<file path="src/rtl/deconv_col_scheduler_if.sv">
// Handshake bundle between the column scheduler and the layer controller,
// weight FIFO and deconvolution op top.
interface deconv_col_scheduler_if #(
  parameter int CNT_W = 8
);
  logic             i_start;
  logic             i_abort;
  logic             o_wcol_rd;
  logic             i_wcol_done;
  logic             o_fifo_loop;
  logic             i_loop_fin;
  logic             i_fmap_valid;
  logic             o_fmap_rdy;
  logic             o_load_ip;
  logic             i_op_valid;
  logic             o_new_chnl;
  logic             o_busy;
  logic             o_done;
  logic [CNT_W-1:0] o_chnl_idx;
  logic [CNT_W-1:0] o_fcol_idx;
  logic [CNT_W-1:0] o_wcol_idx;

  modport master (
    input  i_start, i_abort, i_wcol_done, i_loop_fin, i_fmap_valid, i_op_valid,
    output o_wcol_rd, o_fifo_loop, o_fmap_rdy, o_load_ip, o_new_chnl,
           o_busy, o_done, o_chnl_idx, o_fcol_idx, o_wcol_idx
  );

  modport slave (
    output i_start, i_abort, i_wcol_done, i_loop_fin, i_fmap_valid, i_op_valid,
    input  o_wcol_rd, o_fifo_loop, o_fmap_rdy, o_load_ip, o_new_chnl,
           o_busy, o_done, o_chnl_idx, o_fcol_idx, o_wcol_idx
  );
endinterface

</file>
<file path="src/rtl/deconv_col_scheduler.sv">
// Sequences one deconvolution layer pass: per channel and feature column it
// replays every kernel weight column, loads the input column, then waits for the output.
module deconv_col_scheduler #(
  parameter int WEIGHT_SIZE  = 5,
  parameter int FEATURE_SIZE = 8,
  parameter int N_CHANNEL    = 4,
  parameter int CNT_W        = 8
) (
  input  logic                   i_clk,
  input  logic                   i_rst_n,
  deconv_col_scheduler_if.master bus
);

  typedef enum logic [2:0] {
    S_IDLE     = 3'd0,
    S_REQ_W    = 3'd1,
    S_WAIT_W   = 3'd2,
    S_LOAD_IP  = 3'd3,
    S_WAIT_OUT = 3'd4,
    S_LOOP     = 3'd5,
    S_NEXT_CH  = 3'd6,
    S_DONE     = 3'd7
  } state_e;

  localparam logic [CNT_W-1:0] W_LAST   = CNT_W'(WEIGHT_SIZE - 1);
  localparam logic [CNT_W-1:0] F_LAST   = CNT_W'(FEATURE_SIZE - 1);
  localparam logic [CNT_W-1:0] C_LAST   = CNT_W'(N_CHANNEL - 1);
  localparam logic [CNT_W-1:0] CNT_ONE  = CNT_W'(1);
  localparam logic [CNT_W-1:0] CNT_ZERO = CNT_W'(0);

  state_e           state_q;
  logic [CNT_W-1:0] chnl_q;
  logic [CNT_W-1:0] fcol_q;
  logic [CNT_W-1:0] wcol_q;
  logic             wcol_rd_q;
  logic             fifo_loop_q;
  logic             load_ip_q;
  logic             new_chnl_q;
  logic             busy_q;
  logic             done_q;
  logic             fmap_xfer;

  // Ready is a pure decode of the state so the input buffer sees it without a cycle of lag.
  assign bus.o_fmap_rdy = (state_q == S_LOAD_IP);
  assign fmap_xfer      = (state_q == S_LOAD_IP) && bus.i_fmap_valid;

  assign bus.o_wcol_rd   = wcol_rd_q;
  assign bus.o_fifo_loop = fifo_loop_q;
  assign bus.o_load_ip   = load_ip_q;
  assign bus.o_new_chnl  = new_chnl_q;
  assign bus.o_busy      = busy_q;
  assign bus.o_done      = done_q;
  assign bus.o_chnl_idx  = chnl_q;
  assign bus.o_fcol_idx  = fcol_q;
  assign bus.o_wcol_idx  = wcol_q;

  // Pass sequencer; each strobe is raised on the transition into the state it belongs to.
  always_ff @(posedge i_clk or negedge i_rst_n) begin
    if (!i_rst_n) begin
      state_q     <= S_IDLE;
      chnl_q      <= CNT_ZERO;
      fcol_q      <= CNT_ZERO;
      wcol_q      <= CNT_ZERO;
      wcol_rd_q   <= 1'b0;
      fifo_loop_q <= 1'b0;
      load_ip_q   <= 1'b0;
      new_chnl_q  <= 1'b0;
      busy_q      <= 1'b0;
      done_q      <= 1'b0;
    end else if (bus.i_abort) begin
      state_q     <= S_IDLE;
      chnl_q      <= CNT_ZERO;
      fcol_q      <= CNT_ZERO;
      wcol_q      <= CNT_ZERO;
      wcol_rd_q   <= 1'b0;
      fifo_loop_q <= 1'b0;
      load_ip_q   <= 1'b0;
      new_chnl_q  <= 1'b0;
      busy_q      <= 1'b0;
      done_q      <= 1'b0;
    end else begin
      wcol_rd_q   <= 1'b0;
      fifo_loop_q <= 1'b0;
      load_ip_q   <= 1'b0;
      new_chnl_q  <= 1'b0;
      done_q      <= 1'b0;
      case (state_q)
        S_IDLE: begin
          if (bus.i_start) begin
            busy_q    <= 1'b1;
            chnl_q    <= CNT_ZERO;
            fcol_q    <= CNT_ZERO;
            wcol_q    <= CNT_ZERO;
            wcol_rd_q <= 1'b1;
            state_q   <= S_REQ_W;
          end
        end
        S_REQ_W: begin
          state_q <= S_WAIT_W;
        end
        S_WAIT_W: begin
          if (bus.i_wcol_done) begin
            if (wcol_q < W_LAST) begin
              wcol_q    <= wcol_q + CNT_ONE;
              wcol_rd_q <= 1'b1;
              state_q   <= S_REQ_W;
            end else begin
              wcol_q  <= CNT_ZERO;
              state_q <= S_LOAD_IP;
            end
          end
        end
        S_LOAD_IP: begin
          if (fmap_xfer) begin
            load_ip_q <= 1'b1;
            state_q   <= S_WAIT_OUT;
          end
        end
        S_WAIT_OUT: begin
          if (bus.i_op_valid) begin
            if (fcol_q < F_LAST) begin
              fcol_q      <= fcol_q + CNT_ONE;
              fifo_loop_q <= 1'b1;
              state_q     <= S_LOOP;
            end else begin
              fcol_q     <= CNT_ZERO;
              new_chnl_q <= 1'b1;
              state_q    <= S_NEXT_CH;
            end
          end
        end
        S_LOOP: begin
          // The rewind may complete in the same cycle the loop strobe is high.
          if (bus.i_loop_fin) begin
            wcol_rd_q <= 1'b1;
            state_q   <= S_REQ_W;
          end
        end
        S_NEXT_CH: begin
          if (chnl_q < C_LAST) begin
            chnl_q    <= chnl_q + CNT_ONE;
            wcol_rd_q <= 1'b1;
            state_q   <= S_REQ_W;
          end else begin
            done_q  <= 1'b1;
            busy_q  <= 1'b0;
            state_q <= S_DONE;
          end
        end
        S_DONE: begin
          state_q <= S_IDLE;
        end
        default: begin
          busy_q  <= 1'b0;
          state_q <= S_IDLE;
        end
      endcase
    end
  end

endmodule
</file>
<file path="src/flat_wrapper.sv">
// flat-port wrapper written by rule: the top's interface ports become plain ports
module deconv_col_scheduler_flat 
#(
  parameter int WEIGHT_SIZE  = 5,
  parameter int FEATURE_SIZE = 8,
  parameter int N_CHANNEL    = 4,
  parameter int CNT_W        = 8
)
  (i_clk, i_rst_n, bus_i_start, bus_i_abort, bus_i_wcol_done, bus_i_loop_fin, bus_i_fmap_valid, bus_i_op_valid, bus_o_wcol_rd, bus_o_fifo_loop, bus_o_fmap_rdy, bus_o_load_ip, bus_o_new_chnl, bus_o_busy, bus_o_done, bus_o_chnl_idx, bus_o_fcol_idx, bus_o_wcol_idx);
  deconv_col_scheduler_if #(.CNT_W(CNT_W)) bus_i ();
  input  logic i_clk;
  input  logic i_rst_n;
  input wire logic [$bits(bus_i.i_start)-1:0] bus_i_start;
  input wire logic [$bits(bus_i.i_abort)-1:0] bus_i_abort;
  input wire logic [$bits(bus_i.i_wcol_done)-1:0] bus_i_wcol_done;
  input wire logic [$bits(bus_i.i_loop_fin)-1:0] bus_i_loop_fin;
  input wire logic [$bits(bus_i.i_fmap_valid)-1:0] bus_i_fmap_valid;
  input wire logic [$bits(bus_i.i_op_valid)-1:0] bus_i_op_valid;
  output wire logic [$bits(bus_i.o_wcol_rd)-1:0] bus_o_wcol_rd;
  output wire logic [$bits(bus_i.o_fifo_loop)-1:0] bus_o_fifo_loop;
  output wire logic [$bits(bus_i.o_fmap_rdy)-1:0] bus_o_fmap_rdy;
  output wire logic [$bits(bus_i.o_load_ip)-1:0] bus_o_load_ip;
  output wire logic [$bits(bus_i.o_new_chnl)-1:0] bus_o_new_chnl;
  output wire logic [$bits(bus_i.o_busy)-1:0] bus_o_busy;
  output wire logic [$bits(bus_i.o_done)-1:0] bus_o_done;
  output wire logic [$bits(bus_i.o_chnl_idx)-1:0] bus_o_chnl_idx;
  output wire logic [$bits(bus_i.o_fcol_idx)-1:0] bus_o_fcol_idx;
  output wire logic [$bits(bus_i.o_wcol_idx)-1:0] bus_o_wcol_idx;
  assign bus_i.i_start = bus_i_start;
  assign bus_i.i_abort = bus_i_abort;
  assign bus_i.i_wcol_done = bus_i_wcol_done;
  assign bus_i.i_loop_fin = bus_i_loop_fin;
  assign bus_i.i_fmap_valid = bus_i_fmap_valid;
  assign bus_i.i_op_valid = bus_i_op_valid;
  assign bus_o_wcol_rd = bus_i.o_wcol_rd;
  assign bus_o_fifo_loop = bus_i.o_fifo_loop;
  assign bus_o_fmap_rdy = bus_i.o_fmap_rdy;
  assign bus_o_load_ip = bus_i.o_load_ip;
  assign bus_o_new_chnl = bus_i.o_new_chnl;
  assign bus_o_busy = bus_i.o_busy;
  assign bus_o_done = bus_i.o_done;
  assign bus_o_chnl_idx = bus_i.o_chnl_idx;
  assign bus_o_fcol_idx = bus_i.o_fcol_idx;
  assign bus_o_wcol_idx = bus_i.o_wcol_idx;
  deconv_col_scheduler #(.WEIGHT_SIZE(WEIGHT_SIZE), .FEATURE_SIZE(FEATURE_SIZE), .N_CHANNEL(N_CHANNEL), .CNT_W(CNT_W)) u_core (.i_clk(i_clk), .i_rst_n(i_rst_n), .bus(bus_i));
endmodule
</file>
<file path="config.mk">
export PLATFORM = sky130hd
export DESIGN_NAME = deconv_col_scheduler_flat
export DESIGN_NICKNAME = d
export VERILOG_FILES = /design/src/rtl/deconv_col_scheduler_if.sv /design/src/rtl/deconv_col_scheduler.sv /design/src/flat_wrapper.sv
export SDC_FILE = /design/constraint.sdc
export NUM_CORES = 1
export LEC_CHECK = 0
export BUFFER_PORTS_ARGS = -buffer_cell sky130_fd_sc_hd__buf_4
export CORE_MARGIN = 3
export CORE_UTILIZATION = 49
export CTS_BUF_LIST = sky130_fd_sc_hd__clkbuf_4
export DETAILED_ROUTE_END_ITERATION = 7
export PLACE_DENSITY = 0.75
export SETUP_SLACK_MARGIN = 0.05
export SLEW_MARGIN = 20
export SYNTH_ARGS = -nofsm -noshare
export SYNTH_HDL_FRONTEND = slang
export SYNTH_SLANG_ARGS = --single-unit
</file>
<file path="constraint.sdc">
create_clock -name i_clk -period 1.6 [get_ports i_clk]
set_input_delay 0.32 -clock i_clk [delete_from_list [all_inputs] [get_ports i_clk]]
set_output_delay 0.32 -clock i_clk [all_outputs]
set_load 0.01 [all_outputs]
</file>
==> summary.md <==
| Metric | Value |
|---|---|
| RR Startpoint | u_core.state_q[1]$_DFFE_PN0P_ |
| Clock latency at the later pin of the worst-skew pair | 0.34 ns |
| Setup violators final | 0 |
| Mapped Area | 0.00158 mm2 |
| Gpl congestion | 0.782 |
| Crit-path cells | or3b_2 -> a21oi_2 -> o21bai_1 -> mux2_2 |
| Buffers plus inverters on the worst setup path | 0 |
| Post-DP HPWL | 2.78 mm |
| Synthesis-to-finish area growth | 39.6% |
| Startpoint Class | flip-flop |
| Fin util | 76.1% |
| Initial drt markers | 60 |
| Data required time of the worst path | 1.84 ns |
| Via density | 5.62 |
| Worst Tran Pin Value | 0.399 ns |
| Fin cells | 251 |
| Die area | 0.00394 mm2 |
| Worst hold path type | in2reg |
| Setup crit end kind | flip-flop |
| Top cells by area, synth | dfrtp_1 (52%), and2_1 (4.0%), nor2_1 (3.1%) |
| Pleak | 1.08 nW |
| # H-tree levels | 2 |
| Crit Path Max Fanout | 6 |
| Most frequent cell after synthesis | dfrtp_1 |
| Vias post-DR | 1,411 |
| Outcome | completed |
| Crit path largest cell delay | 0.50 ns |
| Slew Viols, Final | 0 |
| RSZ-0062 raised after global routing | true |
| Ys async rst share | 100% |
| Total GRT Usage | 20.9% |
| Yosys warnings | 0 |
| CTS tree | built |
| Largest net degree at the start of global routing | 34 |
| Nets | 219 |
| GRT overflow | 0 |
| Yosys cell types | 43 |
| Drt first pass iters | 4 |
| Maxcap violations | 0 |
| Initial antenna violation count | 0 |
| Post-route DRC | 0 |
| Area occupied by multi-input gates | 826 um2 |
| Syn_nets | 161 |
| Synth area leader | dfrtp_1 |
| Fill cell count | 202 |
| Routed Antenna Nets | 0 |
| DR WL/cell | 15.6 um |
| PwrDens | 744 mW/mm2 |
| # port buffers | 38 |
| DIE HEIGHT | 62.8 um |
| Crit-path slowest cell | or3b_2 |
| Hold Worst Slack | 0.234 ns |
| Final Hold Fails | 0 |
| Starting Density | 54.5% |
| #FFs+latches synth | 33 |
| # diodes | 0 |
| Sequential share of the synthesized area | 52.3% |
| First-pass GRT wire length | 6.50 mm |
| CTS buffer count | 5 |
| Synthesized instance count | 150 |
| Worst path top cell family by delay | simple AND/OR/NAND/NOR gates |
| Top post-synthesis cells by count | dfrtp_1 (33), nor2_1 (13), and2_1 (10) |
| Final Critical Period | 1.57 ns |
| Kind of critical path | reg2reg |
| Peak supply drop | 676 uV |
| Highest Clock Rate | 637 MHz |
| Primary FF master, synth | dfrtp_1 |
| Clock tree buffer depth | 2 |
| Post-synth EDFFs | 0 |
| Worst setup path start | u_core.state_q[1]$_DFFE_PN0P_ |
| Clock skew | 0.00565 ns |
| Worst hold path startpoint | bus_i_abort |
| Layout cell share with drive strength beyond 1 | 44.0% |
| Avg Cell Area, Syn | 10.5 um2 |
| Number of global-route vias before repair | 1,355 |
| Clock transition at path regs | 0.11 ns |
| Placed Instances | 239 |
| Width of the die | 62.8 um |
| Core area | 0.00290 mm2 |
| Max-slew headroom | 73.4% |
| I/O pin cnt | 39 |
| Clk sinks | 33 |
| Yosys top cell area share | 52.3% |
| Final WL | 3.91 mm |
| Worst path arrival time | 1.81 ns |
| Final period util | 98.2% |
| Clk root buf | clkbuf_4 |
| Register area | 830 um2 |
| Num rows | 19 |
[where the power goes]
| part | total (mW) | switching (mW) | leakage (nW) | internal, mW |
|---|---|---|---|---|
| clock network | 0.459 | 0.294 | 0.0310 | 0.165 |
| logic | 0.312 | 0.161 | 0.600 | 0.152 |
| registers | 0.868 | 0.0169 | 0.453 | 0.852 |
| total | 1.64 | 0.472 | 1.08 | 1.17 |
[cell usage in the layout (no fill, tap or decap), types with 2 or more instances in the layout]
cell       n
o21ai_0    6
nor3b_1    4
and3_1     2
a21oi_2    3
nand2_1    8
nor2b_1    2
mux2_2     3
clkbuf_4   5
inv_1      2
dfrtp_1   30
nand3_1    3
a22o_1     4
buf_4     52
o21a_1     3
clkinv_2   2
nor4_4     2
dfrtp_2    3
ha_2       2
a21o_1     2
nor3_1     2
and2_1    10
a21oi_1    7
nor2_1    12
o21ai_1    2
[routing by layer]
metal  global-route usage, %  vias to the layer above  wire [um]
met5                       0                        -          0
met4                    7.44                        0         58
met1                    27.1                      685       1670
met2                    34.5                       56       1960
met3                    4.32                        8        227
li1                        -                      662          -
[per-stage QoR]
step	power [mW]	worst slack, ns	area, um2	TNS (ns)
6_report	1.64	0.0295	2210	0
5_1_grt	1.73	-0.0391	2210	-0.319
4_1_cts	1.63	0.0198	2110	0
3_5_place_dp	1.17	-0.00269	2010	-0.00269
3_3_place_gp	1.16	0.0650	2010	0
2_1_floorplan	1.03	0.0921	1590	0
[sequential cells by signal, summed over array words and instances (netlist names)]
register	count
u_core.bus.o_fifo_loop	1
u_core.bus.o_new_chnl	1
u_core.state_q	3
u_core.bus.o_fcol_idx	8
u_core.bus.o_done	1
u_core.bus.o_chnl_idx	8
u_core.bus.o_wcol_idx	8
u_core.bus.o_busy	1
u_core.bus.o_load_ip	1
u_core.bus.o_wcol_rd	1
[final cells by class]
cell class                      instances  share of cell area (%)
Clock buffer                            5                    1.70
Clock inverter                          3                   0.794
Inverter                                3                   0.510
Multi-Input combinational cell        110                    37.4
Sequential cell                        33                    37.6
Tap cell                               42                    2.38
Timing Repair Buffer                   55                    19.6
[logic make-up after synthesis]
kind of cell	count (synthesis)	synth area share, %
AND/OR/NAND/NOR	61	22.1
AO/OA/AOI/OAI	41	17.7
flip-flops	33	52.3
buffers and inverters	7	1.98
multiplexers	4	3.09
adder cells (fa/ha/maj)	3	2.38
XOR/XNOR	1	0.554
[worst paths after layout]
kind,end,slack (ns),cells after the start
worst max-delay path,u_core.bus.o_chnl_idx[0]$_DFFE_PN0P_,0.03,4
worst min-delay path,u_core.bus.o_wcol_rd$_DFF_PN0_,0.23,2
worst max register to register,u_core.bus.o_chnl_idx[0]$_DFFE_PN0P_,0.03,4
worst min register to register,u_core.bus.o_busy$_DFFE_PN0P_,0.51,1
max in group asynchronous,u_core.bus.o_fcol_idx[0]$_DFFE_PN0P_,0.85,2
min in group asynchronous,u_core.bus.o_chnl_idx[1]$_DFFE_PN0P_,0.44,2
[what timing repair did]
item                                    CTS  global route
resized for setup                         5            22
endpoints found under the setup margin    4            26
buffers inserted                          1             2
pin swaps                                 1             1
endpoints found under the hold margin    33             0
hold buffers                              1             0
Power figures use the tool's default switching activity.
